===== config.mk =====
export PLATFORM = sky130hd
export DESIGN_NAME = mips_muldiv
export DESIGN_NICKNAME = d
export VERILOG_FILES = /design/src/rtl/mips_muldiv_pkg.sv /design/src/rtl/mips_muldiv_step.sv /design/src/rtl/mips_muldiv.sv
export SDC_FILE = /design/constraint.sdc
export NUM_CORES = 1
export LEC_CHECK = 0
export ABC_CLOCK_PERIOD_IN_PS = 16219
export CORE_AREA = 4 4 151 153
export CTS_CLUSTER_SIZE = 8
export DETAILED_ROUTE_END_ITERATION = 8
export DIE_AREA = 0 0 155 157
export PLACE_DENSITY = 0.87
export SKIP_LAST_GASP = 1
export SLEW_MARGIN = 25
export SYNTH_ARGS = -nofsm -noshare
export SYNTH_HDL_FRONTEND = slang
export SYNTH_SLANG_ARGS = --single-unit

===== constraint.sdc =====
create_clock -name clk -period 16.22 [get_ports clk]
set_clock_uncertainty 0.15 [all_clocks]
set_input_delay 3.244 -clock clk [delete_from_list [all_inputs] [get_ports clk]]
set_output_delay 3.244 -clock clk [all_outputs]
set_load 0.01 [all_outputs]

===== src/rtl/mips_muldiv_pkg.sv =====
// Shared definitions for the iterative MIPS multiply/divide unit.
//   mdu_op_t    : operation codes presented on the op port
//   mdu_state_t : control FSM states
//   MDU_OP_W    : width of the op port
package mips_muldiv_pkg;

    localparam int MDU_OP_W = 3;

    typedef enum logic [MDU_OP_W-1:0] {
        OP_MULTU = 3'b000,
        OP_MULT  = 3'b001,
        OP_DIVU  = 3'b010,
        OP_DIV   = 3'b011,
        OP_MTHI  = 3'b100,
        OP_MTLO  = 3'b101
    } mdu_op_t;

    typedef enum logic [1:0] {
        S_IDLE   = 2'd0,
        S_RUN    = 2'd1,
        S_FINISH = 2'd2
    } mdu_state_t;

endpackage


===== src/rtl/mips_muldiv_step.sv =====
// Single iteration of the MDU datapath (purely combinational).
//   is_div_i : 1 = restoring shift-subtract step, 0 = shift-add step
//   hi_i     : upper accumulator half (partial product high / partial remainder)
//   lo_i     : lower accumulator half (multiplier bits / dividend-quotient bits)
//   opnd_i   : multiplicand (mul) or divisor (div)
//   hi_o     : next upper accumulator half
//   lo_o     : next lower accumulator half
module mips_muldiv_step #(
    parameter int WIDTH = 32
) (
    input  logic             is_div_i,
    input  logic [WIDTH-1:0] hi_i,
    input  logic [WIDTH-1:0] lo_i,
    input  logic [WIDTH-1:0] opnd_i,
    output logic [WIDTH-1:0] hi_o,
    output logic [WIDTH-1:0] lo_o
);

    logic [WIDTH:0]   sum;
    logic [WIDTH:0]   shifted;
    logic [WIDTH-1:0] diff;
    logic             fits;

    // Multiply: add multiplicand when the current multiplier LSB is set, keeping
    // the carry so the right shift brings it into the product.
    assign sum = {1'b0, hi_i} + ({1'b0, opnd_i} & {(WIDTH+1){lo_i[0]}});

    // Divide: shift the next dividend bit into the remainder. When the divisor
    // fits, the true difference is below 2^WIDTH, so a WIDTH-bit subtract suffices.
    assign shifted = {hi_i, lo_i[WIDTH-1]};
    assign fits    = (shifted >= {1'b0, opnd_i});
    assign diff    = shifted[WIDTH-1:0] - opnd_i;

    always_comb begin
        if (is_div_i) begin
            hi_o = fits ? diff : shifted[WIDTH-1:0];
            lo_o = {lo_i[WIDTH-2:0], fits};
        end else begin
            hi_o = sum[WIDTH:1];
            lo_o = {sum[0], lo_i[WIDTH-1:1]};
        end
    end

endmodule


===== src/rtl/mips_muldiv.sv =====
// Iterative multiply/divide unit with architectural HI/LO registers.
// MULT(U)/DIV(U) take WIDTH+1 busy cycles then pulse done; MTHI/MTLO write
// directly from IDLE. Signed MULT/DIV exist only when MIPS_MULDIV_SIGNED_EN
// is defined; otherwise they behave as MULTU/DIVU.
//   clk   : clock          reset : sync active-high reset
//   start : request        op    : operation code (mdu_op_t)
//   a, b  : operands       busy  : operation in flight
//   done  : result pulse   div0  : divide-by-zero flag (with done)
//   hi/lo : HI/LO registers
module mips_muldiv
    import mips_muldiv_pkg::*;
#(
    parameter int WIDTH = 32
) (
    input  logic                clk,
    input  logic                reset,
    input  logic                start,
    input  logic [MDU_OP_W-1:0] op,
    input  logic [WIDTH-1:0]    a,
    input  logic [WIDTH-1:0]    b,
    output logic                busy,
    output logic                done,
    output logic                div0,
    output logic [WIDTH-1:0]    hi,
    output logic [WIDTH-1:0]    lo
);

    localparam int CNT_W = $clog2(WIDTH + 1);

    mdu_state_t       state_q, state_d;
    logic [CNT_W-1:0] cnt_q, cnt_d;
    logic             done_q, done_d;
    logic             div0_q, div0_d;
    logic [WIDTH-1:0] hi_q, hi_d, lo_q, lo_d;
    logic [WIDTH-1:0] acc_hi_q, acc_hi_d, acc_lo_q, acc_lo_d;
    logic [WIDTH-1:0] opnd_q, opnd_d, araw_q, araw_d;
    logic             is_div_q, is_div_d;
`ifdef MIPS_MULDIV_SIGNED_EN
    logic             neg_res_q, neg_res_d, neg_rem_q, neg_rem_d;
`endif

    logic [WIDTH-1:0]   step_hi, step_lo;
    logic               sgn;
    logic [WIDTH-1:0]   a_abs, b_abs;
    logic [2*WIDTH-1:0] prod;
    logic [WIDTH-1:0]   quo, rem;

    mips_muldiv_step #(.WIDTH(WIDTH)) u_step (
        .is_div_i (is_div_q),
        .hi_i     (acc_hi_q),
        .lo_i     (acc_lo_q),
        .opnd_i   (opnd_q),
        .hi_o     (step_hi),
        .lo_o     (step_lo)
    );

    always_comb begin
        state_d  = state_q;
        cnt_d    = cnt_q;
        done_d   = 1'b0;
        div0_d   = 1'b0;
        hi_d     = hi_q;
        lo_d     = lo_q;
        acc_hi_d = acc_hi_q;
        acc_lo_d = acc_lo_q;
        opnd_d   = opnd_q;
        araw_d   = araw_q;
        is_div_d = is_div_q;
`ifdef MIPS_MULDIV_SIGNED_EN
        neg_res_d = neg_res_q;
        neg_rem_d = neg_rem_q;
        sgn       = (op == OP_MULT) || (op == OP_DIV);
`else
        sgn       = 1'b0;
`endif
        a_abs = (sgn && a[WIDTH-1]) ? -a : a;
        b_abs = (sgn && b[WIDTH-1]) ? -b : b;
        prod  = {acc_hi_q, acc_lo_q};
        quo   = acc_lo_q;
        rem   = acc_hi_q;

        case (state_q)
            S_IDLE: begin
                if (start) begin
                    case (mdu_op_t'(op))
                        OP_MULTU, OP_MULT, OP_DIVU, OP_DIV: begin
                            state_d  = S_RUN;
                            cnt_d    = CNT_W'(WIDTH);
                            is_div_d = op[1];
                            acc_hi_d = '0;
                            acc_lo_d = op[1] ? a_abs : b_abs;
                            opnd_d   = op[1] ? b_abs : a_abs;
                            araw_d   = a;
`ifdef MIPS_MULDIV_SIGNED_EN
                            neg_res_d = sgn & (a[WIDTH-1] ^ b[WIDTH-1]);
                            neg_rem_d = sgn & a[WIDTH-1];
`endif
                        end
                        OP_MTHI: hi_d = a;
                        OP_MTLO: lo_d = a;
                        default: ;
                    endcase
                end
            end
            S_RUN: begin
                acc_hi_d = step_hi;
                acc_lo_d = step_lo;
                cnt_d    = cnt_q - CNT_W'(1);
                if (cnt_q == CNT_W'(1))
                    state_d = S_FINISH;
            end
            S_FINISH: begin
`ifdef MIPS_MULDIV_SIGNED_EN
                // Most-negative / -1 needs no special case: the unsigned
                // quotient is 2^(WIDTH-1), both signs negative so no negate,
                // leaving lo = most-negative and hi = 0.
                if (neg_res_q) begin
                    prod = -prod;
                    quo  = -quo;
                end
                if (neg_rem_q)
                    rem = -rem;
`endif
                if (!is_div_q) begin
                    {hi_d, lo_d} = prod;
                end else if (opnd_q == '0) begin
                    hi_d   = araw_q;
                    lo_d   = '1;
                    div0_d = 1'b1;
                end else begin
                    hi_d = rem;
                    lo_d = quo;
                end
                done_d  = 1'b1;
                state_d = S_IDLE;
            end
            default: state_d = S_IDLE;
        endcase
    end

    always_ff @(posedge clk) begin
        if (reset) begin
            state_q <= S_IDLE;
            cnt_q   <= '0;
            done_q  <= 1'b0;
            div0_q  <= 1'b0;
            hi_q    <= '0;
            lo_q    <= '0;
        end else begin
            state_q <= state_d;
            cnt_q   <= cnt_d;
            done_q  <= done_d;
            div0_q  <= div0_d;
            hi_q    <= hi_d;
            lo_q    <= lo_d;
        end
    end

    // Working registers are always reloaded on start, so they need no reset.
    always_ff @(posedge clk) begin
        acc_hi_q <= acc_hi_d;
        acc_lo_q <= acc_lo_d;
        opnd_q   <= opnd_d;
        araw_q   <= araw_d;
        is_div_q <= is_div_d;
`ifdef MIPS_MULDIV_SIGNED_EN
        neg_res_q <= neg_res_d;
        neg_rem_q <= neg_rem_d;
`endif
    end

    assign busy = (state_q != S_IDLE);
    assign done = done_q;
    assign div0 = div0_q;
    assign hi   = hi_q;
    assign lo   = lo_q;

endmodule


# Word-level counts from Yosys, hierarchy flattened

Index checks and enable logic that the tools add are counted.

Input port bits: 70
Logic and storage cells: 74
Register bits after elaboration: 203
Output and inout port bits: 67

Muxes and demuxes: 30
Equality and inequality tests: 13
Bitwise logic cells: 3
$lt $le $gt $ge: 1
$add $sub $neg: 3
Reduce and logical (&&, ||, !) cells: 13

Operators with widths:

| operator              | count |
|---|---|
| $mux W32              | 17 |
| $pmux W32 S2          | 4 |
| $add A32 B33 Y33      | 1 |
| $and A32 B33 Y33      | 1 |
| $ge A33 B32 Y1        | 1 |
| $logic_not A32 Y1     | 1 |
| $sub A32 B32 Y32      | 1 |
| $reduce_and A3 Y1     | 5 |
| $mux W6               | 2 |
| $pmux W6 S2           | 1 |
| $eq A3 B2 Y1 const B  | 2 |
| $eq A3 B3 Y1 const B  | 2 |
| $eq A6 B1 Y1 const B  | 1 |
| $mux W2               | 3 |
| $ne A2 B1 Y1 const B  | 3 |
| $reduce_bool A2 Y1    | 3 |
| $sub A6 B1 Y6 const B | 1 |
| $ne A2 B2 Y1 const B  | 2 |
| $pmux W2 S2           | 1 |
| $reduce_or A4 Y1      | 1 |
| $eq A3 B1 Y1 const B  | 1 |
| $logic_not A3 Y1      | 1 |
| $reduce_or A3 Y1      | 1 |
| $eq A2 B1 Y1 const B  | 1 |
| 4 further kinds       | 6 |

# Depth between registers and ports, before layout

Word-level depth: 5
Gate-level depth with buffers: 13
Depth with buffers taken out: 13

# By module

From an unflattened synthesis, not the netlist that was laid out.

Cells, all modules: 1613
Area, all modules: 14800.4 sq um

By module, submodules not included:

| module           | times used | area an instance (sq um) | cells each | sequential area each (sq um) |
|---|---|---|---|---|
| mips_muldiv      | 1          | 10023.4                  | 905        | 5355.1 |
| mips_muldiv_step | 1          | 4777.1                   | 708        | 0.0 |

# Least setup slack after synthesis

Ideal clock, no wire load.

Path type: in2reg
Start point: input port start
End point: register cnt_q[2]
Data arrival time: 8.916 ns
Cell stages on the path: 4
Buffers on the path: 0
Path slack: 7.032 ns
Data required time: 15.948 ns
Library setup time: 0.122 ns
Cells stage by stage: nor2b_1 > nor3b_1 > or2_2 > nor2_1

Cells in the longest elaborated chain, start to end: 2

Ends and longest elaborated chain:

| what                               | RTL line           | RTL |
|---|---|---|
| from (decl)                        | mips_muldiv.sv:17  | `input logic start,` |
| $ne A2 B2 Y1 (no source line)      | n/a                |  |
| $reduce_and A3 Y1 (no source line) | n/a                |  |
| to (signal assigned)               | mips_muldiv.sv:151 | `cnt_q <= cnt_d;` |
| to (decl)                          | mips_muldiv.sv:31  | `logic [CNT_W-1:0] cnt_q, cnt_d;` |

Every way passes these cells.
A chain may end at the register's enable or synchronous reset.

# Worst setup path after layout

Start point: input port start
End point: register cnt_q[4]

Same word-level chain as after synthesis.

==> results by group <==
Synth
  – Yosys cell types: 65
  – Seq/Total Area, Yosys: roughly two fifths
  – Ys flop type: edfxtp_1
  – Mapped Avg Cell Area: 9.29 um^2
  – Post-synth top area cell: edfxtp_1
  – Synth top area share: about 30%
  – Post-synth EDFFs: ~130
  – Asr flop ratio synth: 0%
  – Synth Warn #: 0
  – Synthesized area: between 10,000 and 15,000 um^2
  – Seq cells post-synth: approximately 200
  – Post-synthesis instance total: 1,432
  – Synth top area cells: edfxtp_1 29%, dfxtp_1 11%, ha_1 6.2%
  – Syn_nets: about 1,600

Die
  – Placement Rows: 54
  – I/O pins: 137
  – Core ar.: ~22,000 um^2
  – Vert. Die Dim: ~160 um
  – Initial Util: roughly 62%
  – Die Span X: ~160 um
  – Die Area: ~24,000 um^2

Worst setup path
  – Worst stage delay on the critical path: 0.72 ns
  – Crit path max-delay cell type: buf_4
  – CP Max Fanout: between 60 and 70
  – Critical-path cell list: clkdlybuf4s50_1, nor2b_1, nor2_1, or2_2, inv_2, buf_4, nand2_1, or3_1, xor2_1, nor2_1
  – Critical setup path kind: input port to flop
  – Reg2reg start: acc_lo_q[0]
  – Element type at the critical path end: flop
  – CP endpoint: cnt_q[4]
  – R2r setup slk: ~11 ns
  – Critical Path Source Type: input port
  – Crit path top cell by count: nor2_1
  – Critical path arrival: about 5.9 ns
  – Family with the most delay on the worst path: buffers and inverters
  – Worst Path Required: 16.50 ns
  – Critical R2R Capture: acc_hi_q[31]
  – CP startpoint: start
  – Buffers & Inverters on Critical Path: 3
  – R2r worst-path depth: 13
  – Crit. path cell count: 10

Detailed routing
  – Final WL: roughly 40,000 um
  – DRC violation total after the first TritonRoute iteration: between 1,000 and 1,500
  – Vias per Instance: about 6.6
  – DR WL/cell: about 22 um
  – Post-route ant nets: 0
  – DRT Pass-1 Iters: 5
  – DR vias: between 10,000 and 15,000
  – Drt drc: 0

STA
  – Fin crit share: roughly 34%
  – Fmax: 0.179 GHz
  – Max transition margin: 29.1%
  – Fin Hold WS: between 0.3 and 0.4 ns
  – Final min period: ~5.6 ns
  – Setup TNS: 0 ns
  – Count of pins over their slew limit: 0
  – Worst setup margin: around 11 ns
  – RSZ-0062 raised after global routing: no
  – Setup violators final: 0
  – Slew @ Worst Pin: 1.06 ns
  – Final Hold Fails: 0

CTS
  – H-tree levels: 1
  – Sink Count: 203
  – CTS clock-pin slew for the worst setup and hold paths: about 0.05 ns
  – Clk_lat worst skew: around 0.55 ns
  – Cts bufs inserted: 29
  – CTS tree: built
  – Clk buf depth: 3
  – Post-CTS sizing: 0
  – Hold Buf Count CTS: 0
  – Post-CTS setup buffers: 0
  – CTS root buf: clkbuf_16

Global routing
  – Initial antenna violation count: 3
  – Grt total ovfl: 0
  – Largest net degree at the start of global routing: 76
  – Global-route wire length before repair: about 63,000 um
  – Vias in the first global route: roughly 12,000
  – GRT Overall Usage: approximately 32%

Power and ir drop
  – Seq pwr share: about two fifths
  – Power per cell area: around 100 nW/um^2
  – Sw frac: around 31%
  – Lkg Pwr: ~6.0 nW
  – Switching pwr: between 0.4 and 0.5 mW
  – Clock network power share: a little over a third
  – Max VDD drop: 0.0000822 V
  – Comb pwr share: 23.1%
  – Pint: approximately 1.1 mW

Placed design
  – DP HPWL: about 27,000 um
  – Routability Congestion: around 0.94
  – Pre-CTS setup slack: around 10 ns
  – I/O Buffers: 136

Finish
  – Final #Nets: 1,655
  – P&R area growth vs syn: 17.3%
  – Layout cell share with drive strength beyond 1: 7.67%

Job
  – Max-Cap Viols: 0

Run status
  – Status: finished clean

Hold path
  – HP Class: flop to flop
[metal layers]
layer	wire length, um	global-route usage [%]	up-vias
met3	4300	5.31	120
met5	41	0	-
met4	1470	12.8	6
li1	-	-	5453
met1	16300	44.9	5664
met2	18000	49.9	695
[logic make-up after synthesis]
| family | synth area share (%) |
|---|---|
| XOR/XNOR | 3.82 |
| multiplexers | 8.25 |
| flip-flops | 40.3 |
| adder cells (fa/ha/maj) | 6.51 |
| buffers and inverters | 4.24 |
| AO/OA/AOI/OAI | 20.8 |
| AND/OR/NAND/NOR | 16.1 |
[worst min-delay path, stage by stage (launching register included)]
cell      delay, ns
dfxtp_1        0.31
nand2_1        0.05
a311oi_1       0.08
[cells in the final DEF (no fill, tap or decap), drive strengths merged, types with 42 or more instances in the layout]
cell | synthesis | routed
ha | 66 | 66
inv | 49 | 50
mux2i | 68 | 68
a21oi | 143 | 143
a211oi | 87 | 87
dfxtp | 74 | 74
o21ai | 45 | 45
edfxtp | 129 | 129
nor3 | 42 | 42
clkbuf | 86 | 51
clkdlybuf4s50 | 0 | 134
nor2b | 42 | 42
nor2 | 127 | 127
nand2 | 122 | 122
[how the worst min path moves through the flow]
| stage | from | cells past startpoint | slack (ns) | endpoint |
|---|---|---|---|---|
| global placement | hi[0] | 2 | 0.32 | hi[0] |
| finish | lo[15] | 2 | 0.34 | lo[15] |
| global route | lo[19] | 2 | 0.36 | lo[19] |
| floorplan | cnt_q[1] | 2 | 0.33 | cnt_q[1] |
| CTS | lo[26] | 2 | 0.34 | lo[26] |
| detailed placement | lo[13] | 2 | 0.33 | lo[13] |
[power by group through the flow]
stage | Sequential, mW | Combinational (mW) | Clock (mW)
2_1_floorplan | 0.620 | 0.254 | 0
3_3_place_gp | 0.634 | 0.336 | 0
3_5_place_dp | 0.634 | 0.344 | 0
4_1_cts | 0.625 | 0.348 | 0.559
5_1_grt | 0.628 | 0.389 | 0.585
6_report | 0.625 | 0.357 | 0.562
[synthesized netlist by cell type (3+ instances only)]
master / n
a211oi_1: 85
a21boi_0: 4
a21o_1: 24
a21oi_1: 143
a311oi_1: 36
a31oi_1: 11
and2_1: 37
and3_1: 4
buf_1: 5
buf_6: 3
clkbuf_1: 86
dfxtp_1: 74
edfxtp_1: 129
ha_1: 66
inv_1: 48
mux2_2: 37
mux2i_1: 68
nand2_1: 122
nand2b_1: 7
nand3_1: 18
nand4_1: 9
nor2_1: 127
nor2b_1: 42
nor3_1: 42
nor3b_1: 5
nor4_1: 12
o211ai_1: 8
o21a_1: 4
o21ai_0: 43
o21bai_1: 12
o22ai_1: 3
o31ai_1: 7
or2_2: 6
or3_1: 8
xnor2_1: 31
xor2_1: 27
[per-stage QoR]
step	util, %	total power [mW]	std cells	cell area [um^2]
detailed placement	68.5	0.978	1765	14800
floorplan	-	0.874	1432	13300
global route	72.4	1.60	1819	15600
CTS	72.3	1.53	1818	15600
finish	72.4	1.54	1820	15600
global placement	68.5	0.969	1765	14800
[state kept, by name, summed over array words and instances (netlist names)]
name      cells
is_div_q      1
done          1
lo           32
state_q       2
araw_q       32
cnt_q         6
acc_lo_q     32
div0          1
hi           32
opnd_q       32
acc_hi_q     32
[cell type report]
type | instances | area, um^2
fillers | 1488 | 5950
repair buffers | 149 | 1460
well taps | 280 | 350
clock inverters | 2 | 16.3
clock buffers | 51 | 808
inverters | 49 | 184
flip-flops and latches | 203 | 5360
multi-input cells | 1085 | 7430
diodes | 1 | 2.50
(Power assumes the default switching activity.)
